==> src/rtl/screen_reader_engine.sv <==
// Frame reader: walks CHANNELS blocks of FRAME_WORDS capture words, streams them out and reports progress to PIOs.
// Optional trailing CRC-16-CCITT word is enabled by defining SCREEN_READER_CRC_EN.
module screen_reader_engine #(
   parameter int DATA_W      = 16,
   parameter int ADDR_W      = 20,
   parameter int CHANNELS    = 2,
   parameter int FRAME_WORDS = 800,
   parameter int CH_STRIDE   = 262144
) (
   input  logic              clk_clk,
   input  logic              reset_reset_n,
   input  logic [2:0]        events_export,
   output logic [2:0]        response_export,
   output logic [6:0]        loading_percentage_export,
   output logic [ADDR_W-1:0] rd_addr,
   output logic              rd_req,
   input  logic              rd_valid,
   input  logic [DATA_W-1:0] rd_data,
   output logic [DATA_W-1:0] out_data,
   output logic [2:0]        out_ch,
   output logic              out_last,
   output logic              out_valid,
   input  logic              out_ready
);

   localparam int TOTAL  = CHANNELS * FRAME_WORDS;
   localparam int ACC_W  = $clog2(TOTAL) + 2;
   localparam int WORD_W = $clog2(FRAME_WORDS + 1);

   localparam logic [ADDR_W-1:0] STRIDE_A  = ADDR_W'(CH_STRIDE);
   localparam logic [ACC_W-1:0]  TOTAL_A   = ACC_W'(TOTAL);
   localparam logic [ACC_W-1:0]  STEP_A    = ACC_W'(100);
   localparam logic [2:0]        LAST_CH   = 3'(CHANNELS - 1);
   localparam logic [WORD_W-1:0] LAST_WORD = WORD_W'(FRAME_WORDS - 1);

   localparam logic [2:0] RSP_IDLE    = 3'b000;
   localparam logic [2:0] RSP_BUSY    = 3'b001;
   localparam logic [2:0] RSP_DONE    = 3'b010;
   localparam logic [2:0] RSP_ABORTED = 3'b011;
   localparam logic [2:0] RSP_ERROR   = 3'b100;

   typedef enum logic [2:0] {
      S_IDLE    = 3'd0,
      S_REQ     = 3'd1,
      S_WAIT    = 3'd2,
      S_PUSH    = 3'd3,
      S_DRAIN   = 3'd4,
      S_DONE    = 3'd5,
      S_ABORTED = 3'd6
`ifdef SCREEN_READER_CRC_EN
      , S_CRC   = 3'd7
`endif
   } state_t;

   state_t             state_r;
   logic [2:0]         ev_q_r;
   logic [2:0]         edge_r;
   logic               primed_r;
   logic [2:0]         ch_r;
   logic [WORD_W-1:0]  word_r;
   logic [ADDR_W-1:0]  base_r;
   logic [ACC_W-1:0]   acc_r;
   logic [2:0]         next_ch_s;
   logic [WORD_W-1:0]  next_word_s;
   logic [ADDR_W-1:0]  next_base_s;
   logic [ADDR_W-1:0]  next_addr_s;
   logic [ACC_W-1:0]   acc_sum_s;
   logic               start_s;
   logic               abort_s;
   logic               ack_s;
   logic               frame_end_s;

`ifdef SCREEN_READER_CRC_EN
   logic [15:0]        crc_r;

   function automatic logic [15:0] crc16_step(input logic [15:0] crc, input logic [DATA_W-1:0] d);
      logic [15:0] c;
      c = crc;
      for (int i = DATA_W - 1; i >= 0; i--) begin
         if (c[15] ^ d[i]) c = {c[14:0], 1'b0} ^ 16'h1021;
         else              c = {c[14:0], 1'b0};
      end
      return c;
   endfunction
`endif

   assign start_s     = edge_r[0];
   assign abort_s     = edge_r[1];
   assign ack_s       = edge_r[2];
   assign frame_end_s = (ch_r == LAST_CH) && (word_r == LAST_WORD);

   // Next word position and address, plus percent accumulator candidate.
   always_comb begin
      acc_sum_s = acc_r + STEP_A;
      if (word_r == LAST_WORD) begin
         next_word_s = {WORD_W{1'b0}};
         next_ch_s   = ch_r + 3'd1;
         next_base_s = base_r + STRIDE_A;
      end else begin
         next_word_s = word_r + WORD_W'(1);
         next_ch_s   = ch_r;
         next_base_s = base_r;
      end
      next_addr_s = next_base_s + ADDR_W'(next_word_s);
   end

   // Rising-edge detection; the first cycle after reset only primes ev_q_r so held levels never fire.
   always_ff @(posedge clk_clk or negedge reset_reset_n) begin
      if (!reset_reset_n) begin
         ev_q_r   <= 3'b000;
         edge_r   <= 3'b000;
         primed_r <= 1'b0;
      end else begin
         ev_q_r   <= events_export;
         primed_r <= 1'b1;
         edge_r   <= primed_r ? (events_export & ~ev_q_r) : 3'b000;
      end
   end

   // Frame sequencer with registered stream, read-port and PIO outputs.
   always_ff @(posedge clk_clk or negedge reset_reset_n) begin
      if (!reset_reset_n) begin
         state_r                   <= S_IDLE;
         response_export           <= RSP_IDLE;
         loading_percentage_export <= 7'd0;
         rd_addr                   <= {ADDR_W{1'b0}};
         rd_req                    <= 1'b0;
         out_data                  <= {DATA_W{1'b0}};
         out_ch                    <= 3'd0;
         out_last                  <= 1'b0;
         out_valid                 <= 1'b0;
         ch_r                      <= 3'd0;
         word_r                    <= {WORD_W{1'b0}};
         base_r                    <= {ADDR_W{1'b0}};
         acc_r                     <= {ACC_W{1'b0}};
`ifdef SCREEN_READER_CRC_EN
         crc_r                     <= 16'hFFFF;
`endif
      end else begin
         rd_req <= 1'b0;
         case (state_r)
            S_IDLE, S_DONE, S_ABORTED: begin
               if (start_s) begin
                  state_r                   <= S_REQ;
                  rd_req                    <= 1'b1;
                  rd_addr                   <= {ADDR_W{1'b0}};
                  ch_r                      <= 3'd0;
                  word_r                    <= {WORD_W{1'b0}};
                  base_r                    <= {ADDR_W{1'b0}};
                  acc_r                     <= {ACC_W{1'b0}};
                  loading_percentage_export <= 7'd0;
                  response_export           <= RSP_BUSY;
`ifdef SCREEN_READER_CRC_EN
                  crc_r                     <= 16'hFFFF;
`endif
               end else if (ack_s && (state_r != S_IDLE)) begin
                  state_r         <= S_IDLE;
                  response_export <= RSP_IDLE;
               end
            end
            S_REQ: begin
               if (abort_s) begin
                  state_r         <= S_ABORTED;
                  response_export <= RSP_ABORTED;
               end else begin
                  if (start_s) response_export <= RSP_ERROR;
                  state_r <= S_WAIT;
               end
            end
            S_WAIT: begin
               // A result landing with the abort edge is already retired, so skip DRAIN.
               if (abort_s) begin
                  if (rd_valid) begin
                     state_r         <= S_ABORTED;
                     response_export <= RSP_ABORTED;
                  end else begin
                     state_r <= S_DRAIN;
                  end
               end else begin
                  if (start_s) response_export <= RSP_ERROR;
                  if (rd_valid) begin
                     state_r   <= S_PUSH;
                     out_data  <= rd_data;
                     out_ch    <= ch_r;
                     out_valid <= 1'b1;
`ifdef SCREEN_READER_CRC_EN
                     out_last  <= 1'b0;
`else
                     out_last  <= frame_end_s;
`endif
                  end
               end
            end
            S_PUSH: begin
               if (abort_s) begin
                  state_r         <= S_ABORTED;
                  response_export <= RSP_ABORTED;
                  out_valid       <= 1'b0;
                  out_last        <= 1'b0;
               end else begin
                  if (start_s) response_export <= RSP_ERROR;
                  if (out_ready) begin
                     word_r <= next_word_s;
                     ch_r   <= next_ch_s;
                     base_r <= next_base_s;
                     if (acc_sum_s >= TOTAL_A) begin
                        acc_r                     <= acc_sum_s - TOTAL_A;
                        loading_percentage_export <= loading_percentage_export + 7'd1;
                     end else begin
                        acc_r <= acc_sum_s;
                     end
`ifdef SCREEN_READER_CRC_EN
                     crc_r <= crc16_step(crc_r, out_data);
`endif
                     if (frame_end_s) begin
`ifdef SCREEN_READER_CRC_EN
                        state_r  <= S_CRC;
                        out_data <= crc16_step(crc_r, out_data);
                        out_ch   <= 3'd7;
                        out_last <= 1'b1;
`else
                        state_r         <= S_DONE;
                        response_export <= RSP_DONE;
                        out_valid       <= 1'b0;
                        out_last        <= 1'b0;
`endif
                     end else begin
                        state_r   <= S_REQ;
                        rd_req    <= 1'b1;
                        rd_addr   <= next_addr_s;
                        out_valid <= 1'b0;
                        out_last  <= 1'b0;
                     end
                  end
               end
            end
`ifdef SCREEN_READER_CRC_EN
            S_CRC: begin
               if (abort_s) begin
                  state_r         <= S_ABORTED;
                  response_export <= RSP_ABORTED;
                  out_valid       <= 1'b0;
                  out_last        <= 1'b0;
               end else begin
                  if (start_s) response_export <= RSP_ERROR;
                  if (out_ready) begin
                     state_r         <= S_DONE;
                     response_export <= RSP_DONE;
                     out_valid       <= 1'b0;
                     out_last        <= 1'b0;
                  end
               end
            end
`endif
            S_DRAIN: begin
               if (start_s) response_export <= RSP_ERROR;
               if (rd_valid) begin
                  state_r         <= S_ABORTED;
                  response_export <= RSP_ABORTED;
               end
            end
            default: begin
               state_r <= S_IDLE;
            end
         endcase
      end
   end

endmodule

==> config.mk <==
export PLATFORM = sky130hd
export DESIGN_NAME = screen_reader_engine
export DESIGN_NICKNAME = d
export VERILOG_FILES = /design/src/rtl/screen_reader_engine.sv
export SDC_FILE = /design/constraint.sdc
export NUM_CORES = 1
export LEC_CHECK = 0
export ABC_CLOCK_PERIOD_IN_PS = 4700
export CORE_AREA = 2 2 94 96
export CTS_BUF_LIST = sky130_fd_sc_hd__clkbuf_4 sky130_fd_sc_hd__clkbuf_8 sky130_fd_sc_hd__clkbuf_16
export CTS_CLUSTER_SIZE = 40
export DETAILED_ROUTE_END_ITERATION = 10
export DIE_AREA = 0 0 96 98
export PLACE_DENSITY = 0.94
export SLEW_MARGIN = 20
export SYNTH_ARGS = -nofsm -noshare
export SYNTH_HDL_FRONTEND = slang
export SYNTH_SLANG_ARGS = --single-unit
==> constraint.sdc <==
create_clock -name clk_clk -period 4.7 [get_ports clk_clk]
set_input_delay 0.705 -clock clk_clk [delete_from_list [all_inputs] [get_ports clk_clk]]
set_output_delay 0.705 -clock clk_clk [all_outputs]
set_load 0.1 [all_outputs]
==> metrics.csv <==
metric,value,unit
CP Data Arrival Time,3.62,ns
"commonest non-fill, non-tap cell in the layout",dfrtp_1,
clock latency on the worst-skew pair,0.37,ns
Final #Nets,557,
Leak Pwr,2.419,nW
yosys warns,0,
ys async rst share,100.0,%
outcome,"complete, no violations",
"top cells by area, synth","dfrtp_1, mux2_2, o21ai_0",
Mapped Avg Cell Area,9.948,µm²
via count,3819,
initial antenna violation count,0,
clock-pin transition on the worst setup and hold timing paths,0.09,ns
CORE AREA,8466,µm²
CP Buf/Inv Count,0,
multi-input logic area,2256,µm²
# Post-CTS Setup Buffers,0,
post-DP HPWL,7.279,mm
Crit Path Class,flop to flop,
worst endpoint required time,4.97,ns
"Hold Vio Cnt, Final",0,
area growth from synthesis to layout,20.21,%
root buffer cell,clkbuf_8,
I/O pins,75,
Worst-Margin Slew,1.009,ns
Rows,34,
die width,96,µm
main flop type after synthesis,dfrtp_1,
Peak Freq,0.2985,GHz
drt drc,0,
via/cell ratio,5.986,
cell family with most CP delay,simple AND/OR/NAND/NOR gates,
Worst Setup End Kind,flop,
layer with the highest usage,met2,
worst stage delay on the critical path,0.79,ns
Slew HR,32.55,%
gpl congestion,0.8991,
Worst setup SP type,flop,
IO Port Bufs,74,
Synthesized Nets,500,
largest net degree at the start of global routing,89,
Die Area,9408,µm²
Power per Cell Area,716.4,nW/µm²
Initial DRC Count,249,
Filler cells,622,
TritonCTS buffer count,9,
vias in the first global route,3730,
CTS tree,built,
Clock Tree Buf Depth,2,
"commonest cells after routing, fill and taps aside","dfrtp_1, clkdlybuf4s50_1, nand2_1",
Post-Syn Instances,468,
M3 GR Usage,5.941,%
critical-path cell list,ha_1 -> and4_1 -> nand4_2 -> nor3b_1 -> nor2_1 -> nor2_1 -> nand2_1 -> o31ai_1,
post-layout minimum cycle time,3.350,ns
FF/Latch Area,2202,µm²
cell at the slowest stage of the critical path,nor3b_1,
top-area cell type share of the netlist area,47.30,%
grt met1 use,32.19,%
synthesized area,4656,µm²
max cap viols,0,
final period utilization,71.28,%
TritonRoute pass-1 iters,5,
global-route track usage on met2,37.77,%
Detail Route Antenna Nets,0,
WL/cell,16.63,µm
first-pass GRT wire length,17.95,mm
worst hold slack,0.3889,ns
Clock Skew,0.01296,ns
total power,4.010,mW
most frequent CP cell,nor2_1,
RSZ-0062 raised after global routing,no,
"EDFF count, synth",0,
Yosys reg bits,88,
H-tree Lvls,3,
final setup fails,0,
total congestion overflow,0,
layout cells sized above 1,9.057,%
final WL,10.61,mm
Hold Path Class,input port to async pin,
Clock Sink Count,88,
antenna cell count,0,
maximum fanout along the worst path,11,
"area leader, netlist",dfrtp_1,
CTS Hold Bufs,0,
pre-CTS setup slack,1.440,ns
Netlist cell types,60,
Peak VDD IR,0.0007132,V
Util after Layout,66.11,%
Total GRT Usage,24.13,%
post-route setup slack,1.350,ns
die height,98,µm
Slew Limit Fails,0,
initial core utilization,55.00,%
register area share after synthesis,47.30,%
setup TNS,0,ns
post-cts sizing count,0,
[flip-flops by register name (all words and copies together) (netlist names), 2 cells and up]
register and count:
out_data 16, ev_q_r 3, base_r 2, response_export 3
state_r 3, loading_percentage_export 7, rd_addr 20, ch_r 3
out_ch 3, acc_r 11, edge_r 3, word_r 10
[stage by stage]
stage / area, µm² / instances
floorplan: 4656 / 468
global placement: 5384 / 622
detailed placement: 5384 / 622
CTS: 5593 / 638
global route: 5597 / 638
finish: 5597 / 638
[metal layers]
metal / share of wire, % / vias up / wire length (µm)
met4: 2.5 / 0 / 265
met2: 49 / 165 / 5180
met1: 42 / 1850 / 4433
li1: - / 1775 / -
met5: 0 / - / 0
met3: 6.9 / 29 / 731
[layout make-up]
class	instances	share of cell area [%]
multi-input cells	339	40.31
flip-flops and latches	88	39.35
repair buffers	75	13.39
clock buffers	11	2.593
well taps	108	2.414
clock inverters	5	1.140
inverters	12	0.8048
[power by group]
part	switching [mW]	total, mW	internal (mW)
clock	0.284	0.555	0.271
combinational	1.58	2.25	0.672
sequential	0.259	1.21	0.948
total	2.12	4.01	1.89
[worst paths after layout]
path | cells after the start | slack [ns] | endpoint | start
worst max-delay path | 8 | 1.35 | rd_addr[19] | word_r[0]
worst min-delay path | 1 | 0.39 | ev_q_r[2] | reset_reset_n
worst max register to register | 8 | 1.35 | rd_addr[19] | word_r[0]
worst min register to register | 1 | 0.41 | edge_r[1] | ev_q_r[1]
max in group asynchronous | 1 | 3.79 | ch_r[1] | reset_reset_n
min in group clk_clk | 1 | 0.41 | edge_r[1] | ev_q_r[1]
[Yosys cell counts (3+ instances only)]
cell type  count
nor2b_1        7
a32o_1         4
inv_1         12
a22o_1         9
o21a_1         3
nand2b_1       6
and2_1         6
dfrtp_1       88
buf_2          5
mux2i_1        3
nand2_1       49
and3_1        15
mux2_2        20
a21boi_0       3
nor3b_1        4
nor3_1         4
a21o_1         5
xor2_1        11
a211o_1        3
ha_1           9
o22ai_1        4
buf_6          5
clkbuf_1      19
nor2_1        32
a21oi_1       16
o31ai_1        9
a31oi_1        4
xnor2_1       18
a22oi_1        3
nand4_1        5
nand3_1       15
and3b_1        3
o21ai_0       38
[worst reg2reg max path: cells and delay by family (launching register included)]
family,cells,cell delay (ns)
AOI/OAI and AO/OA,1,0.10
adders and majority gates,1,0.33
DFF,1,0.45
and+or+nand+nor,6,2.37
[kinds of logic after synthesis]
logic type	Yosys count	synth area share [%]
buffers and inverters	41	4.246
other	2	0.1613
AND/OR/NAND/NOR	156	16.69
multiplexers	23	5.483
XOR/XNOR	29	5.455
flip-flops	88	47.30
adder cells (fa/ha/maj)	10	2.634
AO/OA/AOI/OAI	119	18.03
(Power assumes the default switching activity.)
